### src/rtl/vedic_seq_mul_8x8_ctrl_if.sv
// Handshake bundle for vedic_seq_mul_8x8_ctrl.
// Operand side: in_valid/in_ready/a/b. Result side: out_valid/out_ready/res. Status: busy.
interface vedic_seq_mul_8x8_ctrl_if;
    logic        in_valid;
    logic        in_ready;
    logic [7:0]  a;
    logic [7:0]  b;
    logic        out_valid;
    logic        out_ready;
    logic [15:0] res;
    logic        busy;

    modport master (
        output in_valid, a, b, out_ready,
        input  in_ready, out_valid, res, busy
    );

    modport slave (
        input  in_valid, a, b, out_ready,
        output in_ready, out_valid, res, busy
    );
endinterface

### src/rtl/vedic_seq_mul_8x8_ctrl.sv
// Sequential 8x8 unsigned multiplier built around one 4x4 Vedic multiplier,
// reused over four cycles (one partial product per cycle).
// Ports: clk, rst_n (async, active-low), bus (slave modport: in_valid/in_ready/a/b,
// out_valid/out_ready/res, busy).
// Macro ACCUM_EN: when defined, res accumulates successive products mod 2^16.

module vedic_2x2 (
    input  logic [1:0] a,
    input  logic [1:0] b,
    output logic [3:0] p
);
    logic t0, x, y, z, c1;

    assign t0   = a[0] & b[0];
    assign x    = a[1] & b[0];
    assign y    = a[0] & b[1];
    assign z    = a[1] & b[1];
    assign c1   = x & y;
    assign p[0] = t0;
    assign p[1] = x ^ y;
    assign p[2] = z ^ c1;
    assign p[3] = z & c1;
endmodule

module vedic_multiplier_4x4_using_2x2 (
    input  logic [3:0] a,
    input  logic [3:0] b,
    output logic [7:0] p
);
    logic [3:0] q0, q1, q2, q3;

    vedic_2x2 u0 (.a(a[1:0]), .b(b[1:0]), .p(q0));
    vedic_2x2 u1 (.a(a[3:2]), .b(b[1:0]), .p(q1));
    vedic_2x2 u2 (.a(a[1:0]), .b(b[3:2]), .p(q2));
    vedic_2x2 u3 (.a(a[3:2]), .b(b[3:2]), .p(q3));

    assign p = {4'b0, q0}
             + {2'b0, q1, 2'b0}
             + {2'b0, q2, 2'b0}
             + {q3, 4'b0};
endmodule

module vedic_seq_mul_8x8_ctrl (
    input  logic                            clk,
    input  logic                            rst_n,
    vedic_seq_mul_8x8_ctrl_if.slave         bus
);
    typedef enum logic [1:0] {
        IDLE = 2'd0,
        MUL  = 2'd1,
        DONE = 2'd2
    } state_t;

    state_t      state;
    logic [1:0]  step;
    logic [7:0]  ra;
    logic [7:0]  rb;
    logic [15:0] psum;
    logic [15:0] res_q;
    logic        out_valid_q;
    logic        in_ready_q;
    logic        busy_q;

    logic [3:0]  na;
    logic [3:0]  nb;
    logic [7:0]  pp;
    logic [3:0]  sh;
    logic [15:0] term;
    logic [15:0] sum;

    // step bit0 picks the high nibble of a, bit1 the high nibble of b;
    // the shift is 4 per high nibble used (0, 4, 4, 8).
    assign na   = step[0] ? ra[7:4] : ra[3:0];
    assign nb   = step[1] ? rb[7:4] : rb[3:0];
    assign sh   = {step[0] & step[1], step[0] ^ step[1], 2'b00};
    assign term = {8'b0, pp} << sh;
    assign sum  = psum + term;

    vedic_multiplier_4x4_using_2x2 u_mul (
        .a (na),
        .b (nb),
        .p (pp)
    );

    always_ff @(posedge clk or negedge rst_n) begin
        if (!rst_n) begin
            state       <= IDLE;
            step        <= 2'd0;
            ra          <= 8'd0;
            rb          <= 8'd0;
            psum        <= 16'd0;
            res_q       <= 16'd0;
            out_valid_q <= 1'b0;
            in_ready_q  <= 1'b1;
            busy_q      <= 1'b0;
        end else begin
            unique case (state)
                IDLE: begin
                    if (bus.in_valid) begin
                        ra         <= bus.a;
                        rb         <= bus.b;
                        psum       <= 16'd0;
                        step       <= 2'd0;
                        state      <= MUL;
                        in_ready_q <= 1'b0;
                        busy_q     <= 1'b1;
                    end
                end
                MUL: begin
                    psum <= sum;
                    step <= step + 2'd1;
                    if (step == 2'd3) begin
                        state       <= DONE;
                        out_valid_q <= 1'b1;
`ifdef ACCUM_EN
                        res_q       <= res_q + sum;
`else
                        res_q       <= sum;
`endif
                    end
                end
                DONE: begin
                    if (bus.out_ready) begin
                        state       <= IDLE;
                        out_valid_q <= 1'b0;
                        in_ready_q  <= 1'b1;
                        busy_q      <= 1'b0;
                    end
                end
                default: begin
                    state       <= IDLE;
                    out_valid_q <= 1'b0;
                    in_ready_q  <= 1'b1;
                    busy_q      <= 1'b0;
                end
            endcase
        end
    end

    assign bus.in_ready  = in_ready_q;
    assign bus.out_valid = out_valid_q;
    assign bus.res       = res_q;
    assign bus.busy      = busy_q;
endmodule

### src/flat_wrapper.sv
// flat-port wrapper written by rule: the top's interface ports become plain ports
module vedic_seq_mul_8x8_ctrl_flat 
  (clk, rst_n, bus_in_valid, bus_a, bus_b, bus_out_ready, bus_in_ready, bus_out_valid, bus_res, bus_busy);
  vedic_seq_mul_8x8_ctrl_if bus_i ();
  input  logic clk;
  input  logic rst_n;
  input wire logic [$bits(bus_i.in_valid)-1:0] bus_in_valid;
  input wire logic [$bits(bus_i.a)-1:0] bus_a;
  input wire logic [$bits(bus_i.b)-1:0] bus_b;
  input wire logic [$bits(bus_i.out_ready)-1:0] bus_out_ready;
  output wire logic [$bits(bus_i.in_ready)-1:0] bus_in_ready;
  output wire logic [$bits(bus_i.out_valid)-1:0] bus_out_valid;
  output wire logic [$bits(bus_i.res)-1:0] bus_res;
  output wire logic [$bits(bus_i.busy)-1:0] bus_busy;
  assign bus_i.in_valid = bus_in_valid;
  assign bus_i.a = bus_a;
  assign bus_i.b = bus_b;
  assign bus_i.out_ready = bus_out_ready;
  assign bus_in_ready = bus_i.in_ready;
  assign bus_out_valid = bus_i.out_valid;
  assign bus_res = bus_i.res;
  assign bus_busy = bus_i.busy;
  vedic_seq_mul_8x8_ctrl u_core (.clk(clk), .rst_n(rst_n), .bus(bus_i));
endmodule
### config.mk
export PLATFORM = sky130hd
export DESIGN_NAME = vedic_seq_mul_8x8_ctrl_flat
export DESIGN_NICKNAME = d
export VERILOG_FILES = /design/src/rtl/vedic_seq_mul_8x8_ctrl_if.sv /design/src/rtl/vedic_seq_mul_8x8_ctrl.sv /design/src/flat_wrapper.sv
export SDC_FILE = /design/constraint.sdc
export NUM_CORES = 1
export LEC_CHECK = 0
export CAP_MARGIN = 25
export CORE_MARGIN = 4
export CORE_UTILIZATION = 57
export DETAILED_ROUTE_END_ITERATION = 8
export MAX_ROUTING_LAYER = met4
export PLACE_DENSITY = 0.85
export SLEW_MARGIN = 10
export SYNTH_ARGS = -nofsm -noshare
export SYNTH_HDL_FRONTEND = slang
export SYNTH_SLANG_ARGS = --single-unit
export TNS_END_PERCENT = 5
### constraint.sdc
create_clock -name clk -period 6.72 [get_ports clk]
set_input_delay 1.008 -clock clk [delete_from_list [all_inputs] [get_ports clk]]
set_output_delay 1.008 -clock clk [all_outputs]
set_load 0.01 [all_outputs]
* Word-level counts from Yosys, hierarchy flattened
Index checks and enable logic that the tools add are counted.
** Operators by class
- Multiply operators :: 0
- Equal/unequal tests :: 6
- Add/subtract/negate cells :: 5
- Bitwise operators :: 36
- Reductions and logical operators :: 8
- Divide/modulo/power cells :: 0
- Muxes and demuxes :: 18
- Order comparisons :: 0
- Shifts and indexed selects :: 1
** Operators by type and width (count)
- case mux 16 bit (2 select lines) :: 1
- AND 1 bit :: 25
- adder 16 bit :: 1
- two-way mux 16 bit :: 1
- << shifter 8 x 4 -> 16 bit :: 1
- case mux 1 bit (3 select lines) :: 3
- AND reduction 3 bit :: 3
- bitwise XOR 1 bit :: 9
- adder 7 x 6 -> 8 bit :: 1
- adder 8 bit :: 1
- two-way mux 2 bit :: 4
- two-way mux 4 bit :: 2
- adder 4 x 6 -> 7 bit :: 1
- case mux 2 bit (3 select lines) :: 1
- AND reduction 2 bit :: 3
- two-way mux 1 bit :: 5
- equality test 2 bit, second input constant :: 2
- != test 2 bit, second input constant :: 2
- case mux 2 bit (2 select lines) :: 1
- adder 2 x 1 -> 2 bit, second input constant :: 1
- equality test 2 x 1 -> 1 bit, second input constant :: 1
- zero test 2 bit :: 1
- != test 2 x 1 -> 1 bit, second input constant :: 1
- NOT 1 bit :: 2
- nonzero test 2 bit :: 1
** Word-level totals
- Output and inout bits :: 19
- Latch bits :: 0
- Flip-flop bits (word level) :: 55
- Logic and storage cells :: 83
- Bits in read-only memories :: 0
- Input port bits :: 20
- Memory bits (writable) :: 0
- Memories kept :: 0

* Longest topological paths before layout
Gate-level depths: netlist of the first run.
- Depth in word-level cells :: 10
- Gate-level depth with buffers :: 22
- Gate-level depth less buffers :: 21

* Modules after synthesis
Synthesis of the first run repeated with hierarchy kept, for this count alone.
** Unflattened totals
- Cell total of the unflattened synthesis :: 401
- Area total of the unflattened synthesis :: 3592.2 um^2
** Modules (own cells, without submodules)
- vedic_seq_mul_8x8_ctrl :: area an instance 3113.0 um^2, times used 1, cells each 346, seq. area each 1377.6 um^2
- vedic_multiplier_4x4_using_2x2 :: area an instance 249.0 um^2, times used 1, cells each 27, seq. area each 0.0 um^2
- vedic_2x2 :: area an instance 57.6 um^2, times used 4, cells each 7, seq. area each 0.0 um^2

* Worst setup path after synthesis of the first run
Ideal clock, no wire load.
- Path kind :: register -> register
- Start :: register u_core.step[0]
- End :: register u_core.res_q[13], in the netlist u_core.bus.res[13]
- Path buffers :: 1
- Data required time :: 6.589 ns
- Cell stages (with the launch flop) :: 20
- Clock period less this slack :: 5.001 ns
- Setup time :: 0.131 ns
- Arrival time :: 4.870 ns
- Setup slack :: 1.719 ns
- Path through :: dfrtp_1 > clkbuf_1 > mux2i_1 > nor2_1 > ha_1 > ha_1 > inv_1 > fa_1 > inv_1 > fa_1 > a21o_1 > or4b_4 > a41oi_1 > ha_1 > nand2_1 > o211a_1 > nor2_1 > a211o_1 > nor4b_1 > or3_1
** On the way
- Longest elaborated chain between the ends :: 9
- Elaborated cells on any way between the ends :: 42
- Classes of those cells :: add/sub (4); eq/ne (1); shift (1); mux (1); bitwise (34); reduce/logical (1)
** RTL lines
- start, declared :: RTL line vedic_seq_mul_8x8_ctrl.sv:55 : logic [1:0] step;
- start signal, assigned :: RTL line vedic_seq_mul_8x8_ctrl.sv:111 : step <= step + 2'd1;
- two-way mux 4 bit :: RTL line vedic_seq_mul_8x8_ctrl.sv:73 : assign na = step[0] ? ra[7:4] : ra[3:0];
- AND 1 bit (on tied branches) :: RTL line vedic_seq_mul_8x8_ctrl.sv:15, vedic_seq_mul_8x8_ctrl.sv:16
- AND 1 bit :: RTL line vedic_seq_mul_8x8_ctrl.sv:18 : assign c1 = x & y;
- bitwise XOR 1 bit or AND 1 bit (tied branches) :: RTL line vedic_seq_mul_8x8_ctrl.sv:21, vedic_seq_mul_8x8_ctrl.sv:22
- adder 4 x 6 -> 7 bit :: RTL line vedic_seq_mul_8x8_ctrl.sv:38 : + {2'b0, q1, 2'b0}
- adder 7 x 6 -> 8 bit :: RTL line vedic_seq_mul_8x8_ctrl.sv:39 : + {2'b0, q2, 2'b0}
- adder 8 bit :: RTL line vedic_seq_mul_8x8_ctrl.sv:40 : + {q3, 4'b0};
- << shifter 8 x 4 -> 16 bit :: RTL line vedic_seq_mul_8x8_ctrl.sv:76 : assign term = {8'b0, pp} << sh;
- adder 16 bit :: RTL line vedic_seq_mul_8x8_ctrl.sv:77 : assign sum = psum + term;
- end signal, assigned :: RTL line vedic_seq_mul_8x8_ctrl.sv:118 : res_q <= sum;
- end, declared :: RTL line vedic_seq_mul_8x8_ctrl.sv:59 : logic [15:0] res_q;
Several ways; a longest one is shown, not always the timed one.
A chain may end at the register's enable or synchronous reset.

* Worst setup path in the final report of the first run
- Start :: register u_core.step[1]
- End :: register u_core.res_q[13], in the netlist u_core.bus.res[13]
** On the way
- Longest elaborated chain between the ends :: 9
- Elaborated cells on any way between the ends :: 42
- Classes of those cells :: add/sub (4); eq/ne (1); shift (1); mux (1); bitwise (34); reduce/logical (1)
** RTL lines
- two-way mux 4 bit :: RTL line vedic_seq_mul_8x8_ctrl.sv:74 : assign nb = step[1] ? rb[7:4] : rb[3:0];
- AND 1 bit (on tied branches) :: RTL line vedic_seq_mul_8x8_ctrl.sv:15, vedic_seq_mul_8x8_ctrl.sv:16
- AND 1 bit :: RTL line vedic_seq_mul_8x8_ctrl.sv:18
- bitwise XOR 1 bit or AND 1 bit (tied branches) :: RTL line vedic_seq_mul_8x8_ctrl.sv:21, vedic_seq_mul_8x8_ctrl.sv:22
- adder 4 x 6 -> 7 bit :: RTL line vedic_seq_mul_8x8_ctrl.sv:38
- adder 7 x 6 -> 8 bit :: RTL line vedic_seq_mul_8x8_ctrl.sv:39
- adder 8 bit :: RTL line vedic_seq_mul_8x8_ctrl.sv:40
- << shifter 8 x 4 -> 16 bit :: RTL line vedic_seq_mul_8x8_ctrl.sv:76
- adder 16 bit :: RTL line vedic_seq_mul_8x8_ctrl.sv:77
Several ways; a longest one is shown, not always the timed one.

==> flow_summary.yaml, run 1 <==
run_status:
  outcome: "finished, final reports clean"
place:
  gp_congestion: 0.9189
  instance_area_after_placement_um2: 4046
  port_buf_inserts: 38
  place_hpwl_um: 5910
synthesis:
  most_repeated_cell_in_the_gate_level_netlist_after_synthesis: "sky130_fd_sc_hd__nand2_1"
  post_synthesis_share_of_cell_area_spent_on_full_adders_half_adders_and_majority_gates: 0.1285
  post_synth_most_frequent_cells: "sky130_fd_sc_hd__nand2_1, sky130_fd_sc_hd__dfrtp_1, sky130_fd_sc_hd__nor2_1, sky130_fd_sc_hd__ha_1, sky130_fd_sc_hd__o21ai_1"
  synth-compound-area-share: 0.1501
  syn_area_per_cell_um2: 8.452
  share_of_the_synthesized_area_in_the_top_cell_type: 0.3692
  post_synthesis_mux_area_share: 0.03009
  synth_top_family_by_area: "simple AND/OR/NAND/NOR gates"
  synth_nets: 487
  synth_edf_count: 0
  synth_top_area_cell: "sky130_fd_sc_hd__dfrtp_1"
  synth_simple_gate_area_share: 0.2421
  yosys_most_used_dff: "sky130_fd_sc_hd__dfrtp_1"
  ys_seq_elements: 55
  yosysUniqueCellTypes: 53
  netlist_area_um2: 3660
  post_synth_inst_count: 433
  synth-async-reset-ratio: 1.000
  synth_top_cells_by_area: "sky130_fd_sc_hd__dfrtp_1, sky130_fd_sc_hd__nand2_1, sky130_fd_sc_hd__ha_1, sky130_fd_sc_hd__nor2_1, sky130_fd_sc_hd__fa_1"
  synth-xor-area-share: 0.02632
  synth-seq-area-share: 0.3764
  yosys_warnings: 0
cts:
  clock_root_cell: "sky130_fd_sc_hd__clkbuf_8"
  insertion_delay_of_the_later_clocked_pin_in_the_worst_skew_pair_ns: 0.31
  cts_buffer_depth: 2
  clkSinkCount: 55
  cts_resized: 0
  hold_buffers: 0
  ctsHtreeMaxLevel: 2
  post-cts-setup-buffer-count: 0
  cts.clk_slew.worst_paths_ns: 0.10
  cts_tree: "built"
  cts-buffers-inserted: 5
timing:
  max_slew.worst_pin.slew_ns: 1.010
  finalHoldViolCount: 0
  hold_ws_ns: 0.4839
  setup_viol: 0
  rsz0062_at_grt: "false"
  slew_headroom: 0.3255
  fmaxAchievable_mhz: 188.4
  fin_worst_skew_ns: 0.01011
  final.min_clock_period_ns: 5.309
  maxSlewViolCount: 0
  tns_ns: 0
  layout_worst_path_cycle_share: 0.7900
worst_setup_path:
  reg2reg_slack_ns: 1.41
  r2r_start: "u_core.step[1]$_DFFE_PN0P_"
  criticalPathCategory: "register to register"
  worstRegToRegCells: 18
  cp_num_buf_inv: 2
  timing.rr.end: "u_core.bus.res[13]$_DFFE_PN0P_"
  timing.critical_path.required_ns: 6.93
  worstPathArrival_ns: 5.51
  startpoint_type: "register"
  worst_path_dominant_cell_family: "adder cells"
  crit_chain: "mux2i_1 > nor2_1 > ha_1 > ha_1 > inv_1 > fa_1 > inv_1 > fa_1 > a21o_1 > or4b_4 > a41oi_1 > ha_1 > nand2_1 > o211a_1 > nor2_1 > a211o_1 > nor4b_1 > or3_1"
  critical-path-slowest-cell: "sky130_fd_sc_hd__fa_1"
  cp-end-kind: "register"
  crit_cells: 18
  crit_path_frequent_cell: "sky130_fd_sc_hd__ha_1"
  largest_stage_delay_on_the_critical_path_ns: 0.53
  crit_fanout: 6
route:
  route.final.wire_length_um: 8142
  drt-pass1-iter-count: 5
  route.detailed.vias_per_inst: 5.670
  remaining_antenna_violation_count_after_routing: 0
  initialDrtViolationCount: 165
  dr_total_vias: 3045
  route.detailed.drc: 0
  wl_per_cell_um: 15.16
floorplan:
  floorplan.initialDensity: 0.6038
  io_pins: 39
  coreArea_um2: 6061
  die_area_um2: 7767
  num_rows: 28
  die-width_um: 88.13
  floorplan.die.height_um: 88.13
grt:
  globalRouteOverflowTotal: 0
  number_of_antenna_violations_at_the_first_check_in_global_routing: 0
  first_global_vias: 2955
  grt_start_max_net_pins: 56
  grt_pass1_wl_um: 13720
  grt_usage: 0.2304
finish:
  num_antenna_cells: 0
  finish.net_count: 515
  fin_area_um2: 4180
  area.growth.synth_to_final_pct: 14.22
  post_route_cells_drive_above_1_share: 0.03463
run:
  max_cap_viol_count: 0
hold_path:
  min_path_type: "register to register"
  hold_depth: 2
  whs_endpoint: "u_core.ra[3]$_DFFE_PN0P_"
  worstHoldStart: "u_core.ra[3]$_DFFE_PN0P_"
power:
  irDropWorstVdd_mv: 0.3256
  powerDensity_nw_per_um2: 580.7
  p_leak_nw: 2.023
## kinds of logic after synthesis
group | after synthesis
flip-flops | 55
AND/OR/NAND/NOR | 195
AO/OA/AOI/OAI | 88
XOR/XNOR | 11
multiplexers | 11
buffers and inverters | 39
adder cells (fa/ha/maj) | 34
## sequential cells by signal, summed over array words and instances (netlist names)
| signal | cells |
|---|---|
| u_core.step | 2 |
| u_core.rb | 8 |
| u_core.bus.out_valid | 1 |
| u_core.ra | 8 |
| u_core.bus.in_ready | 1 |
| u_core.state | 2 |
| u_core.bus.busy | 1 |
| u_core.bus.res | 16 |
| u_core.psum | 16 |
## power by group
| part | switching, mW | internal (mW) | total, mW |
|---|---|---|---|
| logic | 0.978 | 0.657 | 1.64 |
| clock network | 0.110 | 0.112 | 0.222 |
| registers | 0.0940 | 0.477 | 0.571 |
## cell type report
cell class,instances,area (µm²)
fillers,481,1881
inverters,19,72.57
clock buffers,7,76.32
flip-flops and latches,55,1378
repair buffers,41,417.9
multi-input cells,339,2112
clock inverters,1,30.03
well taps,75,93.84
## worst reg2reg max path, cell delays in order (launching register included)
cell and delay, ns:
sky130_fd_sc_hd__dfrtp_1 0.51, sky130_fd_sc_hd__mux2i_1 0.44, sky130_fd_sc_hd__nor2_1 0.09, sky130_fd_sc_hd__ha_1 0.21
sky130_fd_sc_hd__ha_1 0.26, sky130_fd_sc_hd__inv_1 0.05, sky130_fd_sc_hd__fa_1 0.53, sky130_fd_sc_hd__inv_1 0.07
sky130_fd_sc_hd__fa_1 0.46, sky130_fd_sc_hd__a21o_1 0.20, sky130_fd_sc_hd__or4b_4 0.52, sky130_fd_sc_hd__a41oi_1 0.24
sky130_fd_sc_hd__ha_1 0.32, sky130_fd_sc_hd__nand2_1 0.19, sky130_fd_sc_hd__o211a_1 0.21, sky130_fd_sc_hd__nor2_1 0.05
sky130_fd_sc_hd__a211o_1 0.34, sky130_fd_sc_hd__nor4b_1 0.16, sky130_fd_sc_hd__or3_1 0.35
## layout by cell type, fill, tap and decap left out, types with 2 or more instances in the layout
| master | netlist | routed |
|---|---|---|
| sky130_fd_sc_hd__fa_1 | 6 | 6 |
| sky130_fd_sc_hd__o21ai_1 | 24 | 24 |
| sky130_fd_sc_hd__nand3_1 | 21 | 21 |
| sky130_fd_sc_hd__nand4_1 | 5 | 5 |
| sky130_fd_sc_hd__xor2_1 | 6 | 6 |
| sky130_fd_sc_hd__inv_1 | 18 | 18 |
| sky130_fd_sc_hd__a21o_1 | 7 | 7 |
| sky130_fd_sc_hd__clkdlybuf4s50_1 | 0 | 37 |
| sky130_fd_sc_hd__dfrtp_1 | 54 | 54 |
| sky130_fd_sc_hd__a22o_1 | 3 | 3 |
| sky130_fd_sc_hd__nand4b_1 | 4 | 4 |
| sky130_fd_sc_hd__xnor2_1 | 5 | 5 |
| sky130_fd_sc_hd__clkbuf_1 | 15 | 2 |
| sky130_fd_sc_hd__nor4b_1 | 3 | 3 |
| sky130_fd_sc_hd__nor2b_1 | 4 | 4 |
| sky130_fd_sc_hd__a31oi_1 | 3 | 3 |
| sky130_fd_sc_hd__clkbuf_8 | 0 | 5 |
| sky130_fd_sc_hd__nand2_1 | 94 | 94 |
| sky130_fd_sc_hd__nor2_1 | 38 | 38 |
| sky130_fd_sc_hd__mux2i_1 | 11 | 11 |
| sky130_fd_sc_hd__o21ai_0 | 8 | 8 |
| sky130_fd_sc_hd__and2_1 | 2 | 2 |
| sky130_fd_sc_hd__o21a_1 | 2 | 2 |
| sky130_fd_sc_hd__o31ai_1 | 4 | 4 |
| sky130_fd_sc_hd__nor3_1 | 9 | 9 |
| sky130_fd_sc_hd__nor3b_1 | 2 | 2 |
| sky130_fd_sc_hd__ha_1 | 28 | 28 |
| sky130_fd_sc_hd__a211oi_1 | 2 | 2 |
| sky130_fd_sc_hd__or2_1 | 4 | 4 |
| sky130_fd_sc_hd__a21oi_1 | 20 | 20 |
| sky130_fd_sc_hd__buf_4 | 2 | 2 |
| sky130_fd_sc_hd__a211o_1 | 4 | 4 |
| sky130_fd_sc_hd__nand2b_1 | 3 | 3 |
## routing by layer
| layer | routed length, µm | global-route usage | vias up |
|---|---|---|---|
| met4 | 130 | 0.06593 | 0 |
| met2 | 3906 | 0.3747 | 66 |
| li1 | - | - | 1548 |
| met3 | 347 | 0.02916 | 12 |
| met5 | 0 | - | - |
| met1 | 3758 | 0.3036 | 1419 |
## per-stage QoR
step                        util  std cells  setup slack (ns)  total power, mW
after floorplan                -        433             1.719            1.778
after global placement    0.6676        528             1.577            2.113
after detailed placement  0.6676        528             1.430            2.180
after CTS                 0.6852        536             1.407            2.406
after global routing      0.6897        537             1.121            2.648
final                     0.6897        537             1.411            2.428
## how the worst max path moves through the flow
stage                                          start                        endpoint  slack, ns
after floorplan           u_core.step[0]$_DFFE_PN0P_  u_core.bus.res[13]$_DFFE_PN0P_       1.72
after global placement    u_core.step[1]$_DFFE_PN0P_  u_core.bus.res[13]$_DFFE_PN0P_       1.58
after detailed placement  u_core.step[1]$_DFFE_PN0P_  u_core.bus.res[13]$_DFFE_PN0P_       1.43
after CTS                 u_core.step[1]$_DFFE_PN0P_  u_core.bus.res[13]$_DFFE_PN0P_       1.41
after global routing      u_core.step[1]$_DFFE_PN0P_  u_core.bus.res[13]$_DFFE_PN0P_       1.12
final                     u_core.step[1]$_DFFE_PN0P_  u_core.bus.res[13]$_DFFE_PN0P_       1.41
Note: power is estimated with default switching activity, not from simulation.
==> inputs of run 2 (changes only) <==
--- a/config.mk
+++ b/config.mk
@@ -7,10 +7,10 @@
 export LEC_CHECK = 0
 export CAP_MARGIN = 25
 export CORE_MARGIN = 4
-export CORE_UTILIZATION = 57
+export CORE_UTILIZATION = 52
 export DETAILED_ROUTE_END_ITERATION = 8
 export MAX_ROUTING_LAYER = met4
-export PLACE_DENSITY = 0.85
+export PLACE_DENSITY = 0.82
 export SLEW_MARGIN = 10
 export SYNTH_ARGS = -nofsm -noshare
 export SYNTH_HDL_FRONTEND = slang
==> constraint.sdc (replaced) <==
create_clock -name clk -period 4.85 [get_ports clk]
set_input_delay 0.7275 -clock clk [delete_from_list [all_inputs] [get_ports clk]]
set_output_delay 0.7275 -clock clk [all_outputs]
set_load 0.01 [all_outputs]
==> run 2 against run 1 <==
Fmax increased by 11%. Worst setup slack got worse by 1.4 ns. Critical endpoint is now u_core.psum[13]$_DFFE_PN0P_. Critical path depth increased by 4. Die area increased by 8.7%. Routed wire length increased by 6.5%. Via count increased by 6.2%. Sequential cell count unchanged. First-iteration DRC count decreased by 7.3%.
==> flow_summary.yaml, run 2 (synthesized netlist as in run 1, its figures left out) <==
worst_setup_path:
  worstRegToRegCells: 22
  reg2reg_slack_ns: 0.05
  criticalPathCategory: "register to register"
  crit_fanout: 5
  r2r_start: "u_core.step[1]$_DFFE_PN0P_"
  timing.critical_path.required_ns: 5.10
  cp-end-kind: "register"
  worstPathArrival_ns: 5.05
  startpoint_type: "register"
  startpoint: "u_core.step[1]$_DFFE_PN0P_"
timing:
  worst_slack_ns: 0.04893
  finalHoldViolCount: 0
  max_slew.worst_pin.slew_ns: 1.062
  maxSlewViolCount: 0
  setup_viol: 0
  layout_worst_path_cycle_share: 0.9899
  fin_worst_skew_ns: 0.003828
  fmaxAchievable_mhz: 208.3
  slew_headroom: 0.2908
  final.min_clock_period_ns: 4.801
hold_path:
  min_path_type: "register to register"
  worstHoldStart: "u_core.bus.res[3]$_DFFE_PN0P_"
  hold_depth: 2
power:
  intPower_mw: 1.911
  pwr-share-clk: 0.074
  swShare: 0.4810
  combinational_share_of_power: 0.706
  sequentialPowerShare: 0.219
  powerDensity_nw_per_um2: 831.7
  p_leak_nw: 2.109
  irDropWorstVdd_mv: 0.4305
  net-switching-power_mw: 1.772
cts:
  hold_buffers: 0
  clock_root_cell: "sky130_fd_sc_hd__clkbuf_8"
  insertion_delay_of_the_later_clocked_pin_in_the_worst_skew_pair_ns: 0.31
  cts_tree: "built"
  cts.clk_slew.worst_paths_ns: 0.10
  ctsHtreeMaxLevel: 2
  clkSinkCount: 55
  cts_buffer_depth: 2
  cts-buffers-inserted: 5
run_status:
  outcome: "finished, final reports clean"
route:
  drt-pass1-iter-count: 4
  route.final.wire_length_um: 8672
  wl_per_cell_um: 14.98
  route.detailed.vias_per_inst: 5.587
  dr_total_vias: 3235
  route.detailed.drc: 0
  initialDrtViolationCount: 153
  remaining_antenna_violation_count_after_routing: 0
finish:
  finish.net_count: 536
  post_route_cells_drive_above_1_share: 0.1222
  layout_common_cells: "sky130_fd_sc_hd__nand2_1, sky130_fd_sc_hd__dfrtp_1, sky130_fd_sc_hd__nor2_1"
  fin_area_um2: 4428
  area.growth.synth_to_final_pct: 20.99
  filler_cell_count: 582
  layout.cells.most_common: "sky130_fd_sc_hd__nand2_1"
  final_core_utilization: 0.6482
  num_antenna_cells: 0
grt:
  globalRouteOverflowTotal: 0
  grt_start_max_net_pins: 56
  first_global_vias: 3077
  number_of_antenna_violations_at_the_first_check_in_global_routing: 0
  grt_usage: 0.2101
  grt_pass1_wl_um: 14090
floorplan:
  floorplan.initialDensity: 0.5357
  floorplan.die.height_um: 91.89
  die-width_um: 91.89
  num_rows: 30
  io_pins: 39
  coreArea_um2: 6832
  die_area_um2: 8444
run:
  max_cap_viol_count: 0
place:
  gp_congestion: 0.9275
  port_buf_inserts: 38
  place_worst_setup_slack_ns: -0.05528
  instance_area_after_placement_um2: 4229
  place_hpwl_um: 6377
==> run 2: changes by cell type in the layout (fill, tap and decap cells not counted), moves of 5 or more <==
cell	previous run	this run
sky130_fd_sc_hd__mux2i_2	0	6
sky130_fd_sc_hd__a21oi_1	20	15
sky130_fd_sc_hd__a21oi_2	1	6
sky130_fd_sc_hd__mux2i_1	11	5
sky130_fd_sc_hd__buf_4	2	24
==> run 2: timing repair <==
action	4_1_cts	5_1_grt
gates resized for setup	4	14
setup buffers	0	3
setup endpoints to repair	9	12
pin swaps	0	8
==> run 2: power by group through the flow <==
stage / Combinational, mW / Sequential, mW / Clock (mW)
after detailed placement: 2.39 / 0.807 / 0
after CTS: 2.43 / 0.801 / 0.284
after global placement: 2.31 / 0.800 / 0
after global routing: 2.87 / 0.830 / 0.301
final: 2.60 / 0.808 / 0.274
after floorplan: 1.70 / 0.787 / 0
==> run 2: metal layers <==
layer,share of wire,GRT usage,up-vias,wire length (µm)
met4,0.018,0.05446,0,159
met3,0.038,0.03117,18,330
li1,-,-,1592,-
met2,0.50,0.3583,81,4301
met5,0,-,-,0
met1,0.45,0.2628,1544,3879
==> run 2: critical path, cell delays in order (launching register included) <==
cell                      delay, ns
sky130_fd_sc_hd__dfrtp_2       0.47
sky130_fd_sc_hd__mux2i_2       0.28
sky130_fd_sc_hd__nor2_1        0.07
sky130_fd_sc_hd__ha_1          0.20
sky130_fd_sc_hd__ha_1          0.27
sky130_fd_sc_hd__inv_1         0.05
sky130_fd_sc_hd__fa_1          0.54
sky130_fd_sc_hd__inv_2         0.05
sky130_fd_sc_hd__ha_1          0.29
sky130_fd_sc_hd__a21o_1        0.16
sky130_fd_sc_hd__a21oi_2       0.12
sky130_fd_sc_hd__xor2_1        0.24
sky130_fd_sc_hd__nor2_1        0.09
sky130_fd_sc_hd__a21oi_2       0.16
sky130_fd_sc_hd__nor2_1        0.07
sky130_fd_sc_hd__ha_1          0.42
sky130_fd_sc_hd__buf_4         0.16
sky130_fd_sc_hd__nand3_1       0.07
sky130_fd_sc_hd__nor2_1        0.19
sky130_fd_sc_hd__a211o_1       0.18
sky130_fd_sc_hd__buf_4         0.13
sky130_fd_sc_hd__or4b_1        0.43
sky130_fd_sc_hd__nand3_1       0.09
==> run 2: worst paths after layout <==
check,endpoint
max in group asynchronous,u_core.step[1]$_DFFE_PN0P_
min in group asynchronous,u_core.bus.res[8]$_DFFE_PN0P_
setup reg to reg,u_core.psum[13]$_DFFE_PN0P_
hold / removal,u_core.bus.res[3]$_DFFE_PN0P_
hold reg to reg,u_core.bus.res[3]$_DFFE_PN0P_
setup / recovery,u_core.psum[13]$_DFFE_PN0P_
==> run 2: metrics by stage <==
step                      cells  power (mW)  hold WS (ns)  setup TNS (ns)
after floorplan             433       2.489        0.4319               0
after global placement      568       3.113        0.4594               0
after detailed placement    568       3.192        0.4664         -0.1811
after CTS                   576       3.520        0.4969        -0.02170
after global routing        579       4.003        0.5192          -1.112
final                       579       3.683        0.4919               0
==> run 2: cell type report <==
cell class / count / area [µm²] / share of cell area
Inverter: 19 / 72.57 / 0.01639
Multi-Input combinational cell: 339 / 2203 / 0.4976
Sequential cell: 55 / 1380 / 0.3117
Clock inverter: 2 / 13.76 / 0.003108
Clock buffer: 6 / 82.58 / 0.01865
Timing Repair Buffer: 62 / 555.5 / 0.1255
Tap cell: 96 / 120.1 / 0.02713
==> inputs of run 3 (changes only) <==
--- a/config.mk
+++ b/config.mk
@@ -6,7 +6,7 @@
 export NUM_CORES = 1
 export LEC_CHECK = 0
 export CAP_MARGIN = 25
-export CORE_MARGIN = 4
+export CORE_MARGIN = 1.5
 export CORE_UTILIZATION = 52
 export DETAILED_ROUTE_END_ITERATION = 8
 export MAX_ROUTING_LAYER = met4
==> run 3 against run 2 <==
Worst hold slack is essentially flat. Critical path type unchanged. Utilization grew 2.7 points. First-iteration DRC count grew 51%. Sequential share of layout area shrank 1.1 points. Non-clock buffer count shrank 1. Clock-buffer cell count shrank 1. Register-to-register slack gained 0.03 ns. Worst setup slack gained 0.028 ns. Routed wire length grew 2.5%. Global-route usage grew 4.2 points.
==> flow_summary.yaml, run 3 (synthesized netlist as in run 1, its figures left out) <==
run_status:
  outcome: "finished, final reports clean"
route:
  wl_per_cell_um: 15.39
  remaining_antenna_violation_count_after_routing: 0
  dr_total_vias: 3256
  route.final.wire_length_um: 8893
  drt-pass1-iter-count: 4
  initialDrtViolationCount: 231
  route.detailed.drc: 0
  route.detailed.vias_per_inst: 5.633
cts:
  insertion_delay_of_the_later_clocked_pin_in_the_worst_skew_pair_ns: 0.32
  cts-buffers-inserted: 5
  hold_buffers: 0
  clock_root_cell: "sky130_fd_sc_hd__clkbuf_8"
  clkSinkCount: 55
  cts.clk_slew.worst_paths_ns: 0.11
  ctsHtreeMaxLevel: 2
  cts_tree: "built"
  cts_buffer_depth: 2
timing:
  fmaxAchievable_mhz: 209.5
  slew_headroom: 0.3343
  maxSlewViolCount: 0
  max_slew.worst_pin.slew_ns: 0.9986
  fin_worst_skew_ns: 0.009093
  finalHoldViolCount: 0
  final.min_clock_period_ns: 4.773
  setup_viol: 0
  worst_slack_ns: 0.07709
  rsz0062_at_grt: "true"
  tns_ns: 0
  layout_worst_path_cycle_share: 0.9841
grt:
  grt_start_max_net_pins: 56
  grt_pass1_wl_um: 14620
  globalRouteOverflowTotal: 0
  number_of_antenna_violations_at_the_first_check_in_global_routing: 0
  grt_usage: 0.2523
  first_global_vias: 3190
finish:
  layout.cells.non_filler: 578
  post_route_cells_drive_above_1_share: 0.1411
  finish.net_count: 535
  num_antenna_cells: 0
  layout_common_cells: "sky130_fd_sc_hd__nand2_1, sky130_fd_sc_hd__dfrtp_1, sky130_fd_sc_hd__clkdlybuf4s50_1"
  layout.cells.most_common: "sky130_fd_sc_hd__nand2_1"
  area.growth.synth_to_final_pct: 25.40
worst_setup_path:
  worstPathArrival_ns: 4.98
  r2r_start: "u_core.step[0]$_DFFE_PN0P_"
  reg2reg_slack_ns: 0.08
  startpoint: "u_core.step[0]$_DFFE_PN0P_"
  crit_fanout: 5
  startpoint_type: "register"
  timing.critical_path.required_ns: 5.06
  cp-end-kind: "register"
  criticalPathCategory: "register to register"
floorplan:
  die_area_um2: 7550
  floorplan.initialDensity: 0.5387
  num_rows: 30
  io_pins: 39
  die-width_um: 86.89
  floorplan.die.height_um: 86.89
  coreArea_um2: 6794
place:
  place_hpwl_um: 6293
  gp_congestion: 0.9757
  placed_cells: 568
  place_worst_setup_slack_ns: -0.1859
  port_buf_inserts: 38
hold_path:
  min_path_type: "register to register"
  worstHoldStart: "u_core.bus.res[6]$_DFFE_PN0P_"
run:
  max_cap_viol_count: 0
[run 3: changes by cell type in the layout (fill, tap and decap cells not counted), moves of 2 or more]
cell	change
sky130_fd_sc_hd__buf_4	-2
sky130_fd_sc_hd__bufinv_16	+2
sky130_fd_sc_hd__ha_1	-5
sky130_fd_sc_hd__ha_2	+2
sky130_fd_sc_hd__ha_4	+3
sky130_fd_sc_hd__mux2i_2	-4
sky130_fd_sc_hd__mux2i_4	+4
sky130_fd_sc_hd__nor2_1	-4
sky130_fd_sc_hd__nor2_2	+4
[run 3: area by class of cell]
type,instances,area (µm²)
timing repair buffer,61,568.0
inverter,19,72.57
sequential,55,1380
fill,548,2205
tap,96,120.1
multi-input combinational,339,2308
clock buffer,5,68.82
clock inverter,3,71.32
[run 3: worst paths after layout]
path                                                  to  cells after the start
max in group asynchronous     u_core.step[1]$_DFFE_PN0P_                      2
hold reg to reg            u_core.bus.res[6]$_DFFE_PN0P_                      2
hold / removal             u_core.bus.res[6]$_DFFE_PN0P_                      2
setup / recovery             u_core.psum[12]$_DFFE_PN0P_                     20
min in group asynchronous    u_core.psum[11]$_DFFE_PN0P_                      2
setup reg to reg             u_core.psum[12]$_DFFE_PN0P_                     20
[run 3: per-layer routing]
metal | GRT usage | vias up | part of all wire
li1 | - | 1598 | -
met1 | 0.3313 | 1557 | 0.45
met2 | 0.4066 | 83 | 0.50
met3 | 0.03507 | 18 | 0.032
met4 | 0.07771 | 0 | 0.017
met5 | - | - | 0
[run 3: stage by stage]
stage | cell area [µm²] | hold WS (ns) | util
6_report | 4589 | 0.4915 | 0.6755
5_1_grt | 4589 | 0.5162 | 0.6755
4_1_cts | 4423 | 0.5004 | 0.6510
3_5_place_dp | 4249 | 0.4648 | 0.6254
3_3_place_gp | 4222 | 0.4591 | 0.6214
2_1_floorplan | 3676 | 0.4319 | -
[run 3: timing repair]
| action | in CTS | in global routing |
|---|---|---|
| setup endpoints to repair | 13 | 14 |
| setup buffers | 0 | 2 |
| resized for setup | 8 | 29 |
| pin swaps | 0 | 20 |
| gates cloned | 0 | 0 |
[run 3: critical path: stages (launching register included)]
cell	delay (ns)
sky130_fd_sc_hd__dfrtp_2	0.50
sky130_fd_sc_hd__mux2i_4	0.33
sky130_fd_sc_hd__nor2_1	0.08
sky130_fd_sc_hd__ha_2	0.20
sky130_fd_sc_hd__ha_4	0.26
sky130_fd_sc_hd__inv_1	0.05
sky130_fd_sc_hd__fa_1	0.51
sky130_fd_sc_hd__inv_2	0.05
sky130_fd_sc_hd__fa_2	0.35
sky130_fd_sc_hd__a21o_1	0.21
sky130_fd_sc_hd__or4b_4	0.56
sky130_fd_sc_hd__a41oi_4	0.18
sky130_fd_sc_hd__ha_4	0.18
sky130_fd_sc_hd__buf_4	0.12
sky130_fd_sc_hd__nor2_2	0.05
sky130_fd_sc_hd__a211oi_1	0.30
sky130_fd_sc_hd__o31ai_2	0.12
sky130_fd_sc_hd__buf_4	0.18
sky130_fd_sc_hd__a21oi_2	0.21
sky130_fd_sc_hd__nand4b_1	0.14
sky130_fd_sc_hd__nand3_1	0.08
Power of run 3 is left out: the tool's default activity adds up to more than one toggle a clock period on the data nets, which glitch-free logic cannot reach.
